--- config.mk ---
export PLATFORM = sky130hd
export DESIGN_NAME = mem_wb_stage
export DESIGN_NICKNAME = d
export VERILOG_FILES = /design/src/rtl/mem_wb_stage.sv
export SDC_FILE = /design/constraint.sdc
export NUM_CORES = 1
export LEC_CHECK = 0
export CAP_MARGIN = 20
export CORE_MARGIN = 5
export CORE_UTILIZATION = 25
export CTS_CLUSTER_DIAMETER = 30
export CTS_CLUSTER_SIZE = 20
export DETAILED_ROUTE_END_ITERATION = 8
export HOLD_SLACK_MARGIN = 0.08
export PLACE_DENSITY = 0.55
export SLEW_MARGIN = 25
export SYNTH_ARGS = -nofsm -noshare
export SYNTH_HDL_FRONTEND = slang
export SYNTH_SLANG_ARGS = --single-unit
--- constraint.sdc ---
create_clock -name CLK -period 2.75 [get_ports CLK]
set_input_delay 0.55 -clock CLK [delete_from_list [all_inputs] [get_ports CLK]]
set_output_delay 0.55 -clock CLK [all_outputs]
set_load 0.05 [all_outputs]
--- src/rtl/mem_wb_stage.sv ---
// Memory-access stage and MEM/WB latch: sequences each data-cache access to dhit,
// keeps the LL/SC link register coherent with snoops, and registers WB fields.
module mem_wb_stage #(
  parameter int WORD_W = 32,
  parameter int SEL_W  = 5
) (
  input  logic              CLK,
  input  logic              nRST,
  input  logic              advance,
  input  logic              flush,
  input  logic              ex_dREN,
  input  logic              ex_dWEN,
  input  logic              ex_ll,
  input  logic              ex_sc,
  input  logic [WORD_W-1:0] ex_addr,
  input  logic [WORD_W-1:0] ex_store,
  input  logic              ex_RegWr,
  input  logic [SEL_W-1:0]  ex_wsel,
  input  logic              ex_MemtoReg,
  input  logic              ex_JAL,
  input  logic [WORD_W-1:0] ex_npc,
  input  logic              ex_halt,
  input  logic              dhit,
  input  logic [WORD_W-1:0] dmemload,
  input  logic              snoop_inv,
  input  logic [WORD_W-1:0] snoop_addr,
  output logic              dmemREN,
  output logic              dmemWEN,
  output logic [WORD_W-1:0] dmemaddr,
  output logic [WORD_W-1:0] dmemstore,
  output logic              mem_stall,
  output logic              wb_RegWr,
  output logic [SEL_W-1:0]  wb_wsel,
  output logic              wb_MemtoReg,
  output logic              wb_JAL,
  output logic              wb_halt,
  output logic [WORD_W-1:0] wb_alu,
  output logic [WORD_W-1:0] wb_mem,
  output logic [WORD_W-1:0] wb_npc
);

  typedef enum logic [1:0] {IDLE = 2'd0, WAIT = 2'd1, DONE = 2'd2} state_t;

  typedef struct packed {
    logic              regwr;
    logic [SEL_W-1:0]  wsel;
    logic              memtoreg;
    logic              jal;
    logic [WORD_W-1:0] alu;
    logic [WORD_W-1:0] mem;
    logic [WORD_W-1:0] npc;
  } wb_t;

  state_t              state, state_n;
  logic                link_valid;
  logic [WORD_W-3:0]   link_addr;
  logic [WORD_W-1:0]   buf_q;
  wb_t                 wb_q, wb_d;
  logic                halt_q;

  logic                op, link_hit, snoop_hit, sc_fail, reqphase;
  logic                first_done, done_now, capture, latch_en;
  logic [WORD_W-1:0]   cap_val, mem_data;
  logic                unused_lowbits;

  assign unused_lowbits = ^{ex_addr[1:0], snoop_addr[1:0]};

  assign op        = ex_dREN | ex_dWEN;
  assign link_hit  = link_valid & (link_addr == ex_addr[WORD_W-1:2]);
  assign snoop_hit = snoop_inv & link_valid & (snoop_addr[WORD_W-1:2] == link_addr);
  // SC outcome is decided only in IDLE; once in WAIT the store is committed.
  assign sc_fail   = ex_sc & ~link_hit & (state == IDLE);
  assign reqphase  = (state == IDLE) | (state == WAIT);

  assign first_done = (state == IDLE) & op & (dhit | sc_fail);
  assign done_now   = first_done | ((state == WAIT) & dhit);
  assign capture    = done_now & (ex_dREN | ex_sc);
  assign cap_val    = ex_sc ? {{(WORD_W-1){1'b0}}, ~sc_fail} : dmemload;
  // A same-cycle completion must forward the captured value into the latch.
  assign mem_data   = capture ? cap_val : buf_q;
  assign latch_en   = advance & ~mem_stall;

  assign dmemaddr  = ex_addr;
  assign dmemstore = ex_store;

  always_ff @(posedge CLK or negedge nRST) begin
    if (!nRST) state <= IDLE;
    else       state <= state_n;
  end

  // A completion that advances in the same cycle has already left; skip DONE.
  always_comb begin
    state_n = state;
    unique case (state)
      IDLE: begin
        if (first_done)  state_n = advance ? IDLE : DONE;
        else if (op)     state_n = WAIT;
      end
      WAIT: if (dhit)    state_n = DONE;
      DONE: if (advance) state_n = IDLE;
      default:           state_n = IDLE;
    endcase
  end

  // Requests are gated by nRST so they drop while reset is held.
  always_comb begin
    dmemREN   = nRST & ex_dREN & reqphase;
    dmemWEN   = nRST & ex_dWEN & reqphase & ~sc_fail;
    mem_stall = nRST & op & reqphase & ~first_done;
  end

  always_ff @(posedge CLK or negedge nRST) begin
    if (!nRST) begin
      link_valid <= 1'b0;
      link_addr  <= '0;
    end else if (done_now & ex_ll) begin
      link_valid <= 1'b1;
      link_addr  <= ex_addr[WORD_W-1:2];
    end else if ((done_now & ex_sc) | snoop_hit) begin
      link_valid <= 1'b0;
    end
  end

  always_ff @(posedge CLK or negedge nRST) begin
    if (!nRST)        buf_q <= '0;
    else if (capture) buf_q <= cap_val;
  end

  always_comb begin
    wb_d          = '0;
    wb_d.regwr    = ex_RegWr;
    wb_d.wsel     = ex_wsel;
    wb_d.memtoreg = ex_MemtoReg;
    wb_d.jal      = ex_JAL;
    wb_d.alu      = ex_addr;
    wb_d.mem      = op ? mem_data : '0;
    wb_d.npc      = ex_npc;
  end

  always_ff @(posedge CLK or negedge nRST) begin
    if (!nRST) begin
      wb_q   <= '0;
      halt_q <= 1'b0;
    end else if (latch_en) begin
      wb_q   <= flush ? '0 : wb_d;
      halt_q <= halt_q | (~flush & ex_halt);
    end
  end

  assign wb_RegWr    = wb_q.regwr;
  assign wb_wsel     = wb_q.wsel;
  assign wb_MemtoReg = wb_q.memtoreg;
  assign wb_JAL      = wb_q.jal;
  assign wb_alu      = wb_q.alu;
  assign wb_mem      = wb_q.mem;
  assign wb_npc      = wb_q.npc;
  assign wb_halt     = halt_q;

endmodule

Yosys cells after proc, flatten, opt, wreduce, memory -nomap -nowiden
Cells that the tools add are included.

word-level totals
  register bits after elaboration = 170
  logic and storage cells = 67

cells by class
  mux-type cells = 12
  reductions and logical operators = 3
  eq/ne operators = 7
  bitwise logic cells = 33

operators by type and width
  kind                                            count
  2-to-1 mux 104 bit                              1
  2-to-1 mux 32 bit                               3
  == test 30 bit                                  2
  bitwise AND 1 bit                               21
  2-to-1 mux 2 bit                                5
  OR 1 bit                                        7
  case mux 2 bit (3 select lines)                 1
  inverter 1 bit                                  5
  != test 2 bit (second input constant)           2
  != test 3 bit (second input constant)           1
  AND reduction 3 bit                             1
  == test 2 x 1 -> 1 bit (second input constant)  1
  == test 2 bit (second input constant)           1
  logical NOT 2 bit                               1
  2-to-1 mux 1 bit                                2
  nonzero test 2 bit                              1

Depth between registers and ports, before layout
Gate-level depths: netlist of the first run.

  depth after elaboration = 12
  depth in mapped cells = 10

Worst setup path before layout of the first run
Ideal clock, no wire load.

  kind = input to output
  start point = input port ex_addr[27]
  end point = output port mem_stall
  cell stages on the path = 6
  arrival = 2.165 ns
  path slack = 0.035 ns
  buffers on the path = 0
  path through = xnor2_1 > nand4_1 > nor4_2 > a21oi_1 > o21a_1 > nor2_1

between the ends
  longest elaborated chain between the ends = 9

RTL lines
  element                         RTL line  RTL
  start, declared                 15        input logic [WORD_W-1:0] ex_addr,
  == test 30 bit                  69        assign link_hit = link_valid & (link_addr == ex_addr[WORD_W-1:2]);
  bitwise AND 1 bit               69
  inverter 1 bit                  72        assign sc_fail = ex_sc & ~link_hit & (state == IDLE);
  bitwise AND 1 bit (2 in a row)  72
  OR 1 bit                        75        assign first_done = (state == IDLE) & op & (dhit | sc_fail);
  bitwise AND 1 bit               75
  inverter 1 bit                  109       mem_stall = nRST & op & reqphase & ~first_done;
  bitwise AND 1 bit               109
  end, declared                   31        output logic mem_stall,

Every way passes these cells.

Worst setup path in the final report of the first run
  start point = input port ex_addr[13]
  end point = output port mem_stall

Same word-level chain as after synthesis.

==> reports/metrics.cfg, run 1 <==
[pwr]
p_sw_share_pct = 36.6
p_per_area_nw_per_um2 = 722
seqPwrFrac_pct = 36.9
p_leak_nw = 5.22
p_int_mw = 5.61
power_switching_mw = 3.24
total_power_mw = 8.86
combPwrFrac_pct = 34.8
pwr-share-clk_pct = 28.3
peakVddDrop_mv = 0.390

[sta]
rsz0062_at_grt = true
layout_setup_ws_ns = -0.0446
setup_violations = 1
max_slew_margin_pct = 56.6
fin_skew_ns = 0.0127
final_max_slew_viol_count = 0
fmax_mhz = 358
fin_crit_ns = 2.79
totalNegativeSetupSlack_ns = -0.0446
min_period_over_period_pct = 102
worstMarginPinSlew_ns = 0.648
hold_viol_final = 0

[floorplanning]
initial_utilization_pct = 25.1
core_region_area_sq_um = 32300
rows = 66
die_area_sq_um = 36200
die_h_microns = 190
die_x_microns = 190
io_pins = 351

[global_routing]
antenna_found_initial = 6
grt_pass1_vias = 6405
grt_max_degree = 169
track_usage_pct = 14.3
grt_overflow = 0
grt_pass1_wl_microns = 39600

[synthesis]
yosysWarnings = 0
avgSynthCellArea_sq_um = 11.1
yosys-top-cells-area = dfrtp_1 52%, buf_4 6.5%, xnor2_1 6.0%
async_reset_ff_share_pct = 100
yosysTopAreaCell = dfrtp_1
syn_area_sq_um = 8120
syn_nets = 913
synth-seq-cells = 170
yosysUniqueCellTypes = 37
synth_top_area_share_pct = 52.4
synth_edf_count = 0
synth_seq_area_share_pct = 52.4
synthFlopType = dfrtp_1
synthCells = 734

[placed_design]
dpl_worst_slack_ns = -0.559
dpl.hpwl_microns = 19100
gp_congestion = 0.814
io_buffers = 284

[clock_network]
cts_tree = done
clkTransAtPathRegs_ns = 0.07
h-tree-depth = 4
clkSinkCount = 170
worstSkewPairLatency_ns = 0.44
root_buffer = clkbuf_16
numCtsBuffers = 17
cts_buffer_depth = 2

[setup_path]
crit_fanout = 3
cp-start-kind = input pin
cp-end-kind = output pin
cp.required_ns = 2.20
arrival_ns = 2.24
critPathKind = input pin to output pin

[drt]
avgViaCountPerCell = 4.15
drc = 0
routed_wl_microns = 26100
drtIter0Drc = 167
firstDrtPassIters = 4
vias = 6078
wl_per_cell_microns = 17.8
ant_nets = 0

[job]
drv_cap = 0

[worst_hold_path]
hold_class = flop to flop

[finish]
fin_nets = 1187
area_growth_pct = 51.1
layout-drive-gt1-share_pct = 20.7

[run_status]
violations = setup timing
status = finished, violations left

[flip-flops by register name, summed over array words and instances, names as in the netlist]
| register | count |
|---|---|
| buf_q | 32 |
| link_addr | 30 |
| link_valid | 1 |
| state | 2 |
| wb_JAL | 1 |
| wb_MemtoReg | 1 |
| wb_RegWr | 1 |
| wb_alu | 32 |
| wb_halt | 1 |
| wb_mem | 32 |
| wb_npc | 32 |
| wb_wsel | 5 |
[cell families (layout without fill, tap and decap cells)]
family	Yosys count	in the layout	synth area share [%]
buffers and inverters	106	393	9.00
muxes	62	62	8.60
and+or+nand+nor	217	217	14.3
AOI/OAI and AO/OA	119	119	9.23
xor gates and xnor gates	60	60	6.47
other	0	3	0
DFF	170	170	52.4
[metal layers]
metal | share of wire [%] | track usage, % | vias to the layer above
li1 | - | - | 2945
met1 | 43 | 17.8 | 2901
met2 | 48 | 23.2 | 186
met3 | 7.4 | 5.39 | 42
met4 | 1.9 | 4.23 | 4
met5 | 0.080 | 0 | -
[final cells by class]
| cell class | instances | area, sq um |
|---|---|---|
| Fill cell | 3238 | 20000 |
| Antenna cell | 3 | 7.51 |
| Multi-Input combinational cell | 458 | 3310 |
| Timing Repair Buffer | 358 | 3520 |
| Inverter | 3 | 11.3 |
| Clock buffer | 17 | 425 |
| Sequential cell | 170 | 4260 |
| Clock inverter | 15 | 171 |
| Tap cell | 442 | 553 |
[repair_timing]
action | CTS | global route
buffers inserted | 5 | 9
hold buffers | 1 | 0
pin swaps | 27 | 12
resized for setup | 44 | 11
cloned | 0 | 0
setup endpoints to repair | 65 | 2
hold endpoints to repair | 2 | 0
[synthesized netlist by cell type (2+ instances only)]
cell type  instances
dfrtp_1          170
nand2_1           77
o21ai_0           73
nand2b_1          72
buf_4             70
xnor2_1           56
mux2_2            36
a22o_1            32
nor2b_1           32
mux2_1            26
clkbuf_1          17
nand4_1           14
buf_2              8
buf_6              8
nor2_1             8
a21oi_1            5
xor2_1             4
inv_1              3
nand3_1            3
nor4_2             2
o21ai_1            2
[metrics by stage]
step / hold WS [ns] / util, % / std cells / cell area (sq um)
after global placement: 0.370 / 35.3 / 1415 / 11400
after global routing: 0.465 / 38.0 / 1465 / 12300
after floorplan: 0.254 / - / 734 / 8120
after CTS: 0.451 / 37.6 / 1453 / 12100
after detailed placement: 0.369 / 35.3 / 1415 / 11400
final: 0.461 / 38.0 / 1466 / 12300
[path summary, 6_finish.rpt]
path                               start          to  slack [ns]  cells after the start
setup / recovery             ex_addr[13]   mem_stall       -0.04                      9
max in group asynchronous           nRST  wb_alu[31]        1.17                      4
min in group asynchronous           nRST   buf_q[25]        0.48                      2
setup reg to reg           link_addr[25]  wb_mem[29]        0.28                      9
hold reg to reg                  wb_halt     wb_halt        0.46                      1
hold / removal                   wb_halt     wb_halt        0.46                      1
[placed cells by master, fill, tap and decap left out, types with 4 or more instances in the layout]
cell,synthesis,routed
mux2_1,26,26
buf_4,70,90
xnor2_1,56,42
dlygate4sd2_1,0,24
buf_12,0,17
nor2_1,8,6
clkdlybuf4s50_1,0,220
mux2_2,36,36
clkbuf_16,0,17
inv_8,0,6
nor2b_1,32,32
xor2_1,4,4
a22o_1,32,32
nand2_1,77,77
o21ai_0,73,73
xnor2_2,0,13
nand2b_1,72,72
nand4_1,14,14
dfrtp_2,0,7
dfrtp_1,170,163
a21oi_1,5,4
[power groups by stage]
stage	logic [mW]	clock network [mW]	registers (mW)
6_report	3.08	2.51	3.27
5_1_grt	3.28	2.71	3.33
4_1_cts	3.06	2.61	3.28
3_5_place_dp	2.96	0	3.32
3_3_place_gp	2.94	0	3.30
2_1_floorplan	1.18	0	4.00
[worst max-delay path, cell delays in order]
cell             delay, ns
clkdlybuf4s50_1       0.49
xnor2_1               0.13
nand4_1               0.18
nor4_4                0.19
buf_4                 0.18
a21oi_4               0.06
o21a_1                0.17
nor2_2                0.13
buf_12                0.15
Note: power is estimated with default switching activity, not from simulation.
==> inputs of run 2 (changes only) <==
--- a/config.mk
+++ b/config.mk
@@ -6,13 +6,15 @@
 export NUM_CORES = 1
 export LEC_CHECK = 0
 export CAP_MARGIN = 20
+export CORE_ASPECT_RATIO = 2
 export CORE_MARGIN = 5
 export CORE_UTILIZATION = 25
+export CTS_BUF_LIST = sky130_fd_sc_hd__clkbuf_8
 export CTS_CLUSTER_DIAMETER = 30
 export CTS_CLUSTER_SIZE = 20
 export DETAILED_ROUTE_END_ITERATION = 8
 export HOLD_SLACK_MARGIN = 0.08
-export PLACE_DENSITY = 0.55
+export PLACE_DENSITY_LB_ADDON = 0.25
 export SLEW_MARGIN = 25
 export SYNTH_ARGS = -nofsm -noshare
 export SYNTH_HDL_FRONTEND = slang
==> reports/metrics.cfg, run 2 (synthesized netlist as in run 1, its figures left out) <==
[run_status]
violations = setup timing
status = finished, violations left

[pwr]
p_per_area_nw_per_um2 = 676  ; -6.3%
peakVddDrop_mv = 0.308  ; -21%
p_leak_nw = 5.28  ; +1.1%

[placed_design]
gp_congestion = 0.763  ; -6.2%
dpl.hpwl_microns = 21000  ; +9.8%
place_area_sq_um = 11500  ; +0.78%
io_buffers = 284  ; unchanged
post-place-cells = 1413  ; -0.14%

[finish]
nFillCells = 3321  ; +2.6%
layoutNonFillerInstCount = 1460  ; -0.41%
area_growth_pct = 51.6
layout-drive-gt1-share_pct = 21.3  ; +0.65 points
multi_input_comb_area_sq_um = 3350  ; +1.2%
fin_nets = 1198  ; +0.93%
final_cell_mix = 241 x clkdlybuf4s50_1, 170 x dfrtp_1, 89 x buf_4, 77 x nand2_1, 73 x o21ai_0
seq_area_sq_um = 4250  ; -0.21%
final_util_pct = 38.3  ; +0.35 points
final_common_cell = clkdlybuf4s50_1
fin_area_sq_um = 12300  ; +0.38%

[sta]
setup_violations = 6  ; +5
fmax_mhz = 333  ; -6.8%
final_max_slew_viol_count = 0  ; unchanged
min_period_over_period_pct = 109  ; +7.5 points
totalNegativeSetupSlack_ns = -0.512  ; -0.468 ns
worstMarginPinSlew_ns = 0.620  ; -0.0279 ns
layout_setup_ws_ns = -0.250  ; -0.205 ns
max_slew_margin_pct = 58.5  ; +1.9 points
fin_crit_ns = 3.00  ; +0.205 ns
fin_skew_ns = 0.0193  ; +0.00656 ns
hold_viol_final = 0  ; unchanged
rsz0062_at_grt = true

[setup_path]
r2r_slack_ns = 0  ; -0.28 ns
crit_fanout = 3  ; unchanged
r2r_cells = 11  ; +2
critPathKind = input pin to output pin
cp-end-kind = output pin
r2r-end = wb_mem[22]
r2r-start = link_addr[28]
cp-start-kind = input pin
cp.required_ns = 2.20  ; about the same
arrival_ns = 2.45  ; +0.21 ns

[global_routing]
grt_max_degree = 171  ; +1.2%
grt_pass1_wl_microns = 40500  ; +2.3%
grt_overflow = 0  ; unchanged
antenna_found_initial = 3  ; -3
grt_pass1_vias = 6479  ; +1.2%
track_usage_pct = 15.1  ; +0.83 points

[floorplanning]
core_region_area_sq_um = 32100  ; -0.53%
die_h_microns = 265  ; +39%
die_x_microns = 137  ; -28%
initial_utilization_pct = 25.3  ; +0.14 points
rows = 93  ; +41%
io_pins = 351  ; unchanged
die_area_sq_um = 36400  ; +0.60%

[clock_network]
cts_tree = done
worstSkewPairLatency_ns = 0.48  ; +0.04 ns
cts_buffer_depth = 2  ; unchanged
clkSinkCount = 170  ; unchanged
numCtsBuffers = 17  ; unchanged
clkTransAtPathRegs_ns = 0.10  ; +0.03 ns
root_buffer = clkbuf_8
h-tree-depth = 4  ; unchanged

[drt]
drc = 0  ; unchanged
firstDrtPassIters = 4  ; unchanged
wl_per_cell_microns = 19.5  ; +9.7%
avgViaCountPerCell = 4.25  ; +2.5%
routed_wl_microns = 28500  ; +9.3%
ant_nets = 0  ; unchanged
drtIter0Drc = 217  ; +30%
vias = 6203  ; +2.1%

[worst_hold_path]
hold_depth = 1  ; unchanged
hold-path-endpoint = wb_halt
hold_class = flop to flop
hp-start = wb_halt

[job]
drv_cap = 0  ; unchanged

run 2: how the worst max path moves through the flow:
| stage | slack, ns | endpoint | from |
|---|---|---|---|
| after CTS | -0.31 | mem_stall | link_addr[29] |
| final | -0.25 | dmemWEN | ex_addr[15] |
| after global routing | -0.40 | mem_stall | link_addr[28] |
| after global placement | -0.87 | mem_stall | ex_addr[25] |
| after detailed placement | -0.81 | link_addr[28] | ex_addr[25] |
| after floorplan | 0.03 | mem_stall | ex_addr[27] |
run 2: timing repair:
item                       CTS  global route
hold buffers                 0             1
resized for setup           12            50
gates cloned                 0             7
hold endpoints to repair     0            17
buffers inserted             3             3
setup endpoints to repair  167           107
pin swaps                    8            13
run 2: metal layers:
| metal | track usage (%) | wire length [microns] | up-vias |
|---|---|---|---|
| met3 | 3.23 | 1240 | 59 |
| met5 | 0 | 13 | - |
| met1 | 14.8 | 9790 | 3002 |
| met4 | 6.37 | 907 | 2 |
| met2 | 29.4 | 16600 | 172 |
| li1 | - | - | 2968 |
run 2: worst max-delay path, stage by stage:
cell	delay (ns)
clkdlybuf4s50_1	0.57
xnor2_1	0.14
nand4_1	0.15
nor4_4	0.34
buf_4	0.18
buf_4	0.11
a211oi_4	0.07
nor2_2	0.17
buf_12	0.15
run 2: per-stage QoR:
| step | hold WS [ns] | setup slack (ns) | total power, mW |
|---|---|---|---|
| floorplan | 0.254 | 0.0348 | 5.18 |
| global placement | 0.444 | -0.871 | 6.40 |
| detailed placement | 0.447 | -0.810 | 6.43 |
| CTS | 0.270 | -0.311 | 8.30 |
| global route | 0.440 | -0.402 | 8.79 |
| finish | 0.472 | -0.250 | 8.33 |
run 2: where the power goes:
part           switching [mW]  total, mW  internal (mW)
clock network           0.998       1.77          0.770
logic                    1.83       3.31           1.48
registers               0.302       3.25           2.95
run 2: area by class of cell:
class | instances | area share (%)
Antenna cell | 1 | 0.0203
Inverter | 3 | 0.0915
Sequential cell | 170 | 34.6
Multi-Input combinational cell | 458 | 27.2
Tap cell | 427 | 4.34
Clock inverter | 13 | 0.945
Timing Repair Buffer | 369 | 30.7
Clock buffer | 19 | 2.12
